### src/rtl/div_pkg.sv
// rtl/div_pkg.sv - shared state type, decimal constants and digit-count helper
package div_pkg;

  typedef enum logic [1:0] {IDLE, ISSUE, WAIT} state_t;

  localparam int DEC_BASE = 10;
  localparam int BCD_W    = 4;

  // Decimal digits needed to print the largest unsigned len-bit value.
  function automatic int ndig_for_len(input int len);
    longint unsigned v;
    int              n;
    v = (len >= 64) ? {64{1'b1}} : ((64'd1 << len) - 64'd1);
    n = 1;
    while (v >= 64'(DEC_BASE)) begin
      v = v / 64'(DEC_BASE);
      n++;
    end
    return n;
  endfunction

endpackage

### src/rtl/dec_digits_seq.sv
// rtl/dec_digits_seq.sv - binary-to-BCD converter driving an external divide-by-10 unit
// Peels one decimal digit per divider pass, LSD first, until the quotient reaches zero.
module dec_digits_seq
  import div_pkg::*;
#(
  parameter int LEN  = 16,
  parameter int NDIG = 5
) (
  input  logic                      CLK,
  input  logic                      RST,
  input  logic                      START,
  input  logic [LEN-1:0]            VALUE,
  output logic                      DONE,
  output logic [BCD_W*NDIG-1:0]     DIGITS,
  output logic [$clog2(NDIG+1)-1:0] COUNT,
  output logic                      ERR,
  output logic                      DIV_START,
  output logic [LEN-1:0]            DIV_A,
  output logic [LEN-1:0]            DIV_B,
  input  logic                      DIV_DONE,
  input  logic [LEN-1:0]            DIV_Q,
  input  logic [LEN-1:0]            DIV_R
);

  localparam int             CW        = $clog2(NDIG + 1);
  localparam logic [LEN-1:0] MAX_DIGIT = LEN'(DEC_BASE - 1);
  localparam logic [CW-1:0]  COUNT_MAX = CW'(NDIG);

  if (LEN < BCD_W || NDIG < ndig_for_len(LEN)) begin : g_bad_params
    $error("dec_digits_seq: LEN must be >= 4 and NDIG must hold every LEN-bit value");
  end

  state_t           state_q, state_d;
  logic             first_q, first_d;
  logic [LEN-1:0]   div_a_q, div_a_d;
  logic [BCD_W-1:0] digits_q [NDIG];
  logic [BCD_W-1:0] digits_d [NDIG];
  logic [CW-1:0]    count_q, count_d, count_inc;
  logic             err_q, err_d;

  assign count_inc = (count_q == COUNT_MAX) ? count_q : count_q + CW'(1);

  always_comb begin
    state_d   = state_q;
    first_d   = 1'b0;
    div_a_d   = div_a_q;
    digits_d  = digits_q;
    count_d   = count_q;
    err_d     = err_q;
    DIV_START = 1'b0;
    case (state_q)
      IDLE: begin
        if (START) begin
          div_a_d = VALUE;
          for (int i = 0; i < NDIG; i++) digits_d[i] = '0;
          count_d = '0;
          err_d   = 1'b0;
          state_d = ISSUE;
        end
      end
      ISSUE: begin
        // A divider left running by a reset must drain before it is restarted.
        if (DIV_DONE) begin
          DIV_START = 1'b1;
          first_d   = 1'b1;
          state_d   = WAIT;
        end
      end
      WAIT: begin
        // DIV_DONE from before the start strobe took effect is stale on the first cycle.
        if (!first_q && DIV_DONE) begin
          if (DIV_R > MAX_DIGIT) begin
            err_d   = 1'b1;
            state_d = IDLE;
          end else begin
            for (int i = 0; i < NDIG; i++) begin
              if (count_q == CW'(i)) digits_d[i] = DIV_R[BCD_W-1:0];
            end
            count_d = count_inc;
            if (DIV_Q == '0) begin
              state_d = IDLE;
            end else if (count_inc == COUNT_MAX) begin
              err_d   = 1'b1;
              state_d = IDLE;
            end else begin
              div_a_d = DIV_Q;
              state_d = ISSUE;
            end
          end
        end
      end
      default: state_d = IDLE;
    endcase
  end

  always_ff @(posedge CLK) begin
    if (RST) begin
      state_q <= IDLE;
      first_q <= 1'b0;
      div_a_q <= '0;
      for (int i = 0; i < NDIG; i++) digits_q[i] <= '0;
      count_q <= '0;
      err_q   <= 1'b0;
    end else begin
      state_q  <= state_d;
      first_q  <= first_d;
      div_a_q  <= div_a_d;
      digits_q <= digits_d;
      count_q  <= count_d;
      err_q    <= err_d;
    end
  end

  always_comb begin
    DIGITS = '0;
    for (int i = 0; i < NDIG; i++) DIGITS[BCD_W*i +: BCD_W] = digits_q[i];
  end

  assign DONE  = (state_q == IDLE);
  assign COUNT = count_q;
  assign ERR   = err_q;
  assign DIV_A = div_a_q;
  assign DIV_B = LEN'(DEC_BASE);

endmodule

### config.mk
export PLATFORM = sky130hd
export DESIGN_NAME = dec_digits_seq
export DESIGN_NICKNAME = d
export VERILOG_FILES = /design/src/rtl/div_pkg.sv /design/src/rtl/dec_digits_seq.sv
export SDC_FILE = /design/constraint.sdc
export NUM_CORES = 1
export LEC_CHECK = 0
export BUFFER_PORTS_ARGS = -buffer_cell sky130_fd_sc_hd__buf_4
export CORE_UTILIZATION = 40
export CTS_CLUSTER_SIZE = 16
export DETAILED_ROUTE_END_ITERATION = 12
export GPL_TIMING_DRIVEN = 0
export PLACE_DENSITY = 0.71
export SLEW_MARGIN = 20
export SYNTH_ARGS = -nofsm -noshare
export SYNTH_HDL_FRONTEND = slang
export SYNTH_SLANG_ARGS = --single-unit
### constraint.sdc
create_clock -name CLK -period 2 [get_ports CLK]
set_input_delay 0 -clock CLK [delete_from_list [all_inputs] [get_ports CLK]]
set_output_delay 0 -clock CLK [all_outputs]
set_load 0.03 [all_outputs]
# --- Yosys cells after proc, flatten, opt, wreduce, memory -nomap -nowiden ---
# Index checks and enable logic that the tools add are counted.
totals:
  wordCells: 83
  output_inout_bits: 58
  in_bits: 52
  regBits: 43
classes:
  reduce_logical: 15
  n_lt_le_gt_ge: 1
  n_addsub: 1
  n_eq_ne: 21
  muxes: 35
op_table:
  columns: ["op", "n"]
  rows:
  - ["$mux W16", 5]
  - ["$mux W20", 3]
  - ["$pmux W20 S2", 1]
  - ["$pmux W16 S2", 1]
  - ["$reduce_and A5 Y1", 6]
  - ["$ne A2 B2 Y1 const B", 11]
  - ["$mux W4", 5]
  - ["$gt A16 B4 Y1 const B", 1]
  - ["$logic_not A16 Y1", 1]
  - ["$mux W3", 4]
  - ["$mux W1", 10]
  - ["$eq A3 B3 Y1 const B", 3]
  - ["$eq A3 B2 Y1 const B", 2]
  - ["$mux W2", 3]
  - ["$ne A3 B3 Y1 const B", 2]
  - ["$pmux W2 S3", 1]
  - ["$pmux W3 S2", 1]
  - ["$reduce_and A6 Y1", 1]
  - ["$reduce_and A4 Y1", 1]
  - ["$add A3 B1 Y3 const B", 1]
  - ["$eq A3 B1 Y1 const B", 1]
  - ["$logic_not A3 Y1", 1]
  - ["$reduce_and A3 Y1", 1]
  - ["$eq A2 B1 Y1 const B", 1]
  - ["6 further kinds", 6]

# --- Depth between registers and ports, before layout ---
# Gate-level depths: netlist of the first run.
depth:
  word_depth: 8
  ltp_mapped: 8
  depth_no_buf: 7

# --- Worst setup path after synthesis of the first run ---
# No wires, ideal clock.
synth_path:
  path_type: "reg2reg"
  startpoint: "register count_q[0] (netlist: COUNT[0])"
  endpoint: "register div_a_q[1] (netlist: DIV_A[1])"
  synth_period_minus_slack_ns: 2.134
  stages_incl_launch_ff: 8
  t_arrival_ns: 2.043
  slack_ns: -0.134
  t_required_ns: 1.909
  cell_sequence: "dfxtp_1 > ha_1 > ha_1 > a2111oi_0 > a31o_2 > o21ai_2 > buf_2 > a311oi_1"
synth_between:
  elab_chain_cells: 5
  elab_cells_between_ends: 6
  classes_between: "add/sub: 1; eq/ne: 3; mux: 1; reduce/logical: 1"
synth_rtl:
  columns: ["item", "line_no", "rtl"]
  rows:
  - ["start, declared", "dec_digits_seq.sv:38", "logic [CW-1:0] count_q, count_d, count_inc;"]
  - ["start signal, assigned", "dec_digits_seq.sv:109", "count_q <= count_d;"]
  - ["$add A3 B1 Y3 or $eq A3 B3 Y1 (tied branches)", "dec_digits_seq.sv:41", "assign count_inc = (count_q == COUNT_MAX) ? count_q : count_q + CW'(1);"]
  - ["$mux W3 (*)", "dec_digits_seq.sv:41", null]
  - ["$eq A3 B3 Y1 (*)", "dec_digits_seq.sv:82", "end else if (count_inc == COUNT_MAX) begin"]
  - ["$ne A2 B2 Y1 (no line) (*)", null, null]
  - ["$reduce_and A6 Y1 (no line) (*)", null, null]
  - ["end signal, assigned", "dec_digits_seq.sv:107", "div_a_q <= div_a_d;"]
  - ["end, declared", "dec_digits_seq.sv:35", "logic [LEN-1:0] div_a_q, div_a_d;"]
# Every way passes the cells marked *; elsewhere a longest branch is shown, timed or not.
# A chain may end at the register's enable or synchronous reset.

# --- Final worst setup path of the first run ---
layout_path:
  startpoint: "register count_q[0] (netlist: COUNT[0])"
  endpoint: "register div_a_q[9] (netlist: DIV_A[9])"
# Same word-level chain as after synthesis.

==> results of run 1 <==
==> what timing repair did <==
item	CTS	global route
pin swaps	2	24
cloned	0	2
endpoints found under the setup margin	17	19
hold endpoints to repair	5	0
gates resized for setup	9	19
hold buffers	5	0
setup buffers	2	2
==> worst paths after layout <==
kind | startpoint | endpoint | slack [ns]
worst min register to register | DIGITS[12] | DIGITS[12] | 0.50
worst min-delay path | DIV_DONE | first_q | 0.02
worst max-delay path | COUNT[0] | DIV_A[9] | 0.05
worst max register to register | COUNT[0] | DIV_A[9] | 0.05
==> logic make-up after synthesis <==
logic type               share of synthesized area (%)
multiplexers                                      14.0
other                                            0.328
adder cells (fa/ha/maj)                           2.73
buffers and inverters                             12.0
flip-flops                                        37.6
AND/OR/NAND/NOR                                   13.3
AO/OA/AOI/OAI                                     20.1
==> cells in the final DEF (no fill, tap or decap), types with 3 or more instances in the layout <==
master,n
conb_1,16
dlygate4sd3_1,5
clkbuf_8,5
nor2_1,20
nor4_1,5
a22o_1,4
nand2_1,6
buf_4,114
buf_2,3
ha_4,4
o21ai_0,5
clkbuf_1,3
a311oi_1,8
nand3_1,5
dfxtp_1,40
dfxtp_4,3
a21oi_2,12
nor4_2,3
a311oi_2,8
inv_1,8
a21oi_1,10
and2_1,6
mux2i_1,32
==> sequential cells by signal (all words and copies together), names as in the netlist <==
name / flops
DIGITS: 20
DIV_A: 16
COUNT: 3
state_q: 2
ERR: 1
first_q: 1
==> power breakdown <==
group,total (mW),internal [mW],switching [mW]
Combinational,0.632,0.287,0.345
Clock,0.578,0.250,0.328
Sequential,0.934,0.900,0.0347
==> routing by layer <==
layer | global-route usage, % | share of wire [%] | vias up
li1 | - | - | 1080
met1 | 26.5 | 43 | 1018
met2 | 34.7 | 47 | 90
met3 | 6.12 | 8.0 | 16
met4 | 8.11 | 2.0 | 0
met5 | 0 | 0 | -
==> cells in the mapped netlist, types with 2 or more instances <==
cell | instances | area [um2]
inv_1 | 10 | 37.5
nand4_1 | 2 | 12.5
a21oi_1 | 12 | 60.1
a22o_1 | 4 | 35.0
buf_2 | 4 | 20.0
nand3_1 | 5 | 25.0
nor4_2 | 3 | 37.5
nor4_1 | 5 | 31.3
a31oi_1 | 2 | 12.5
dfxtp_1 | 43 | 861
and2_1 | 6 | 37.5
buf_12 | 2 | 40.0
clkbuf_1 | 3 | 11.3
conb_1 | 2 | 7.51
buf_4 | 18 | 135
nor2_1 | 20 | 75.1
nand2_1 | 6 | 22.5
a21o_1 | 2 | 15.0
a311oi_2 | 2 | 30.0
a311oi_1 | 14 | 123
a21oi_2 | 11 | 96.3
mux2i_1 | 32 | 320
nand2b_1 | 2 | 12.5
o21ai_0 | 5 | 25.0
ha_1 | 5 | 62.6
==> area by class of cell <==
type / instances / area share (%)
timing repair buffer: 104 / 23.3
buffer: 30 / 7.27
inverter: 10 / 1.08
clock buffer: 5 / 1.98
multi-input combinational: 167 / 38.0
sequential: 43 / 25.1
tap: 72 / 2.59
clock inverter: 3 / 0.684
==> critical path, stage by stage (launching register included) <==
cell,delay [ns]
dfxtp_4,0.39
ha_4,0.17
ha_4,0.26
a2111oi_2,0.03
a31o_2,0.25
o21ai_4,0.30
clkbuf_16,0.22
a21oi_2,0.05
a311oi_1,0.19
==> out/metrics.yaml, run 1 <==
outcome:
  status: "complete, no violations"
routing:
  detail_route.iter0.violations: 94
  wl_per_cell_um: 14.6
  dr.pass1.iters: 4
  drc: 0
  detail-route-antenna-nets: 0
  via_count: 2204
  vias_per_cell: 5.08
  wl_um: 6350
sta:
  tightest_slew_ns: 0.589
  period_needed_ns: 1.95
  layout_setup_ws_ns: 0.0501
  slew_headroom_pct: 60.7
  hold_viol: 0
  fin_skew_ns: 0.00423
  drv_slew: 0
  rsz0062_at_grt: "yes"
  setup_viol: 0
  max_freq_mhz: 513
  fin_crit_sh_pct: 97.5
  worst_hold_slack_ns: 0.0239
  setup_tns_ns: 0
yosys:
  netlist_area_mm2: 0.00229
  synth.avg_cell_area_um2: 9.70
  yosys_warnings: 0
  synth_edf_count: 0
  async_reset_ff_share_pct: 0
  seq_area_frac_synth_pct: 37.6
  ys_ff_latch: 43
  synth_cell_types: 41
  synthCells: 236
  yosys_most_used_dff: "dfxtp_1"
job:
  drv_cap: 0
finish:
  areaGrowthSynthToFinish_pct: 51.9
  fillerInstances: 472
  final_core_util_pct: 63.1
  drive_gt1_share_pct: 47.5
  stdcell_count: 434
  seq_area_um2: 872
  multi_input_area_mm2: 0.00132
  stdcell_area_mm2: 0.00348
  final_nets: 418
  diodes: 0
floorplan:
  initial_core_util_pct: 41.6
  die-width_um: 77.6
  die_y_um: 77.6
  rows: 27
  die-area_mm2: 0.00603
  coreArea_mm2: 0.00551
  ios: 110
power:
  p_per_area_mw_per_mm2: 617
  ir_drop_mv: 0.446
  p_leak_nw: 1.55
  power.total_mw: 2.14
grt:
  grt_util_all_layers_pct: 21.3
  overflow: 0
  grt_start_max_net_pins: 16
  grt_pass1_wl_um: 10100
  antenna_found_initial: 0
  grt_pass1_vias: 2065
setup_path:
  crit_required_ns: 2.22
  endpoint_kind: "flop"
  path_max_fanout: 7
  cp.arrival_ns: 2.17
  worst_setup_path_start_kind: "flop"
  rr_worst_depth: 8
  worstSetupPathType: "flop to flop"
clock_tree:
  tritoncts: "yes"
  clk_path_buf_depth: 2
  clk_latency_ns: 0.30
  cts_made_buffers: 5
  cts_max_level: 2
  clkTransAtPathRegs_ns: 0.09
  root_buffer: "clkbuf_8"
  cts.sink_count: 43
hold_path:
  hold_path_class: "primary input to flop"
  hold_path_depth: 3
placement:
  dp_slack_ns: -0.0945
  port_buffers: 93
  dp_hpwl_um: 4550
  dp_cells: 415
  gp_congestion: 0.840
  placed_area_mm2: 0.00313
Note: power is estimated with default switching activity, not from simulation.
==> run 2, diff against run 1 <==
--- a/config.mk
+++ b/config.mk
@@ -11,5 +11,5 @@
 export DETAILED_ROUTE_END_ITERATION = 12
 export GPL_TIMING_DRIVEN = 0
-export PLACE_DENSITY = 0.71
+export PLACE_DENSITY = 0.68
 export SLEW_MARGIN = 20
 export SYNTH_ARGS = -nofsm -noshare
==> constraint.sdc (replaced) <==
create_clock -name CLK -period 2.1 [get_ports CLK]
set_input_delay 0.63 -clock CLK [delete_from_list [all_inputs] [get_ports CLK]]
set_output_delay 0.63 -clock CLK [all_outputs]
set_load 0.03 [all_outputs]
==> out/metrics.yaml, run 2 (synthesis gave the netlist of run 1 again) <==
clock_tree:
  hold_buffers: 0  # -5
  clk_path_buf_depth: 2  # unchanged
  tritoncts: "yes"
  clk_latency_ns: 0.29  # about the same
  root_buffer: "clkbuf_8"
  cts.sink_count: 43  # unchanged
  cts_max_level: 2  # unchanged
  clkTransAtPathRegs_ns: 0.08  # about the same
  cts_made_buffers: 5  # unchanged
floorplan:
  ios: 110  # unchanged
  rows: 27  # unchanged
  initial_core_util_pct: 41.6  # unchanged
  die-area_mm2: 0.00603  # unchanged
  die-width_um: 77.6  # unchanged
  coreArea_mm2: 0.00551  # unchanged
  die_y_um: 77.6  # unchanged
placement:
  dp_hpwl_um: 4570  # +0.50%
  port_buffers: 93  # unchanged
  placed_area_mm2: 0.00313  # unchanged
  dp_slack_ns: -0.168  # -0.0735 ns
  gp_congestion: 0.808  # -3.8%
  dp_cells: 415  # unchanged
finish:
  final_nets: 413  # -1.2%
  largest_reg_flops: 20  # unchanged
  final_core_util_pct: 62.7  # -0.45 points
  stdcell_area_mm2: 0.00345  # -0.72%
  final_common_cell: "buf_4"
  stdcell_count: 429  # -1.2%
  areaGrowthSynthToFinish_pct: 50.8
  drive_gt1_share_pct: 47.6  # +0.11 points
  diodes: 0  # unchanged
  mostFrequentLayoutCells: "buf_4 (112), dfxtp_1 (40), mux2i_1 (32)"
sta:
  tightest_slew_ns: 0.655  # +0.0660 ns
  fin_crit_sh_pct: 96.8  # -0.73 points
  setup_viol: 0  # unchanged
  drv_slew: 0  # unchanged
  period_needed_ns: 2.03  # +0.0822 ns
  worst_hold_slack_ns: 0.485  # +0.461 ns
  setup_tns_ns: 0  # unchanged
  slew_headroom_pct: 56.3  # -4.4 points
  hold_viol: 0  # unchanged
  layout_setup_ws_ns: 0.0680  # +0.0178 ns
  fin_skew_ns: 0.00700  # +0.00277 ns
  max_freq_mhz: 492  # -4.0%
  rsz0062_at_grt: "yes"
routing:
  dr.pass1.iters: 4  # unchanged
  detail_route.iter0.violations: 113  # +20%
  drc: 0  # unchanged
  wl_per_cell_um: 14.6  # +0.15%
  vias_per_cell: 5.07  # -0.17%
  detail-route-antenna-nets: 0  # unchanged
  via_count: 2175  # -1.3%
  wl_um: 6280  # -1.0%
job:
  drv_cap: 0  # unchanged
power:
  p_leak_nw: 1.56  # +0.92%
  power.total_mw: 2.15  # +0.18%
  ir_drop_mv: 0.347  # -22%
  p_per_area_mw_per_mm2: 623  # +0.90%
setup_path:
  worstSetupPathType: "flop to flop"
  worst_setup_path_start_kind: "flop"
  path_max_fanout: 7  # unchanged
  crit_required_ns: 2.30  # +0.08 ns
  endpoint_kind: "flop"
  cp.arrival_ns: 2.24  # +0.07 ns
grt:
  grt_pass1_vias: 1990  # -3.6%
  grt_pass1_wl_um: 9760  # -3.8%
  grt_util_all_layers_pct: 20.4  # -0.88 points
  grt_start_max_net_pins: 14  # -2
  antenna_found_initial: 0  # unchanged
  overflow: 0  # unchanged
outcome:
  status: "complete, no violations"
hold_path:
  hold_path_class: "flop to flop"
run 2: changes by cell type in the layout (fill, tap and decap cells not counted), sizes merged:
cell and change:
bufinv +1, clkbuf +1, clkinv +1, clkinvlp -2, dlygate4sd3 -5, inv -1
run 2: where the power goes:
part | internal [mW] | leakage, nW | switching (mW)
Sequential | 0.857 | 0.353 | 0.0319
Combinational | 0.265 | 1.15 | 0.330
Clock | 0.385 | 0.0612 | 0.280
Total | 1.51 | 1.56 | 0.642
run 2: worst max-delay path: stages, from the launching register on:
cell and delay [ns]:
dfxtp_4 0.37, ha_2 0.19, ha_4 0.21, a2111oi_2 0.32
a31o_2 0.19, o21ai_4 0.12, buf_12 0.17, clkbuf_16 0.14
a311oi_1 0.23
run 2: path summary, 6_finish.rpt:
path	slack (ns)	startpoint	to	cells after the start
worst min-delay path	0.49	DIGITS[12]	DIGITS[12]	1
worst max register to register	0.07	COUNT[0]	DIV_A[13]	8
worst max-delay path	0.07	COUNT[0]	DIV_A[13]	8
worst min register to register	0.49	DIGITS[12]	DIGITS[12]	1
run 2: final cells by class:
type | count | area [um2]
clock inverter | 2 | 35.0
buffer | 30 | 254
multi-input combinational | 167 | 1290
fill | 499 | 2060
sequential | 43 | 872
inverter | 10 | 37.5
timing repair buffer | 99 | 788
clock buffer | 6 | 82.6
tap | 72 | 90.1
run 2: timing repair:
action / 4_1_cts / 5_1_grt
resized for setup: 2 / 21
endpoints found under the setup margin: 5 / 16
pin swaps: 0 / 3
gates cloned: 0 / 3
buffers inserted: 1 / 2
run 2: metal layers:
| metal | vias to the layer above | share of wire, % | global-route usage, % | wire, um |
|---|---|---|---|---|
| met5 | - | 0 | 0 | 0 |
| met2 | 80 | 48 | 32.7 | 3030 |
| met3 | 7 | 6.3 | 4.24 | 394 |
| met4 | 0 | 1.2 | 5.28 | 75 |
| met1 | 1015 | 44 | 27.9 | 2790 |
| li1 | 1073 | - | - | - |
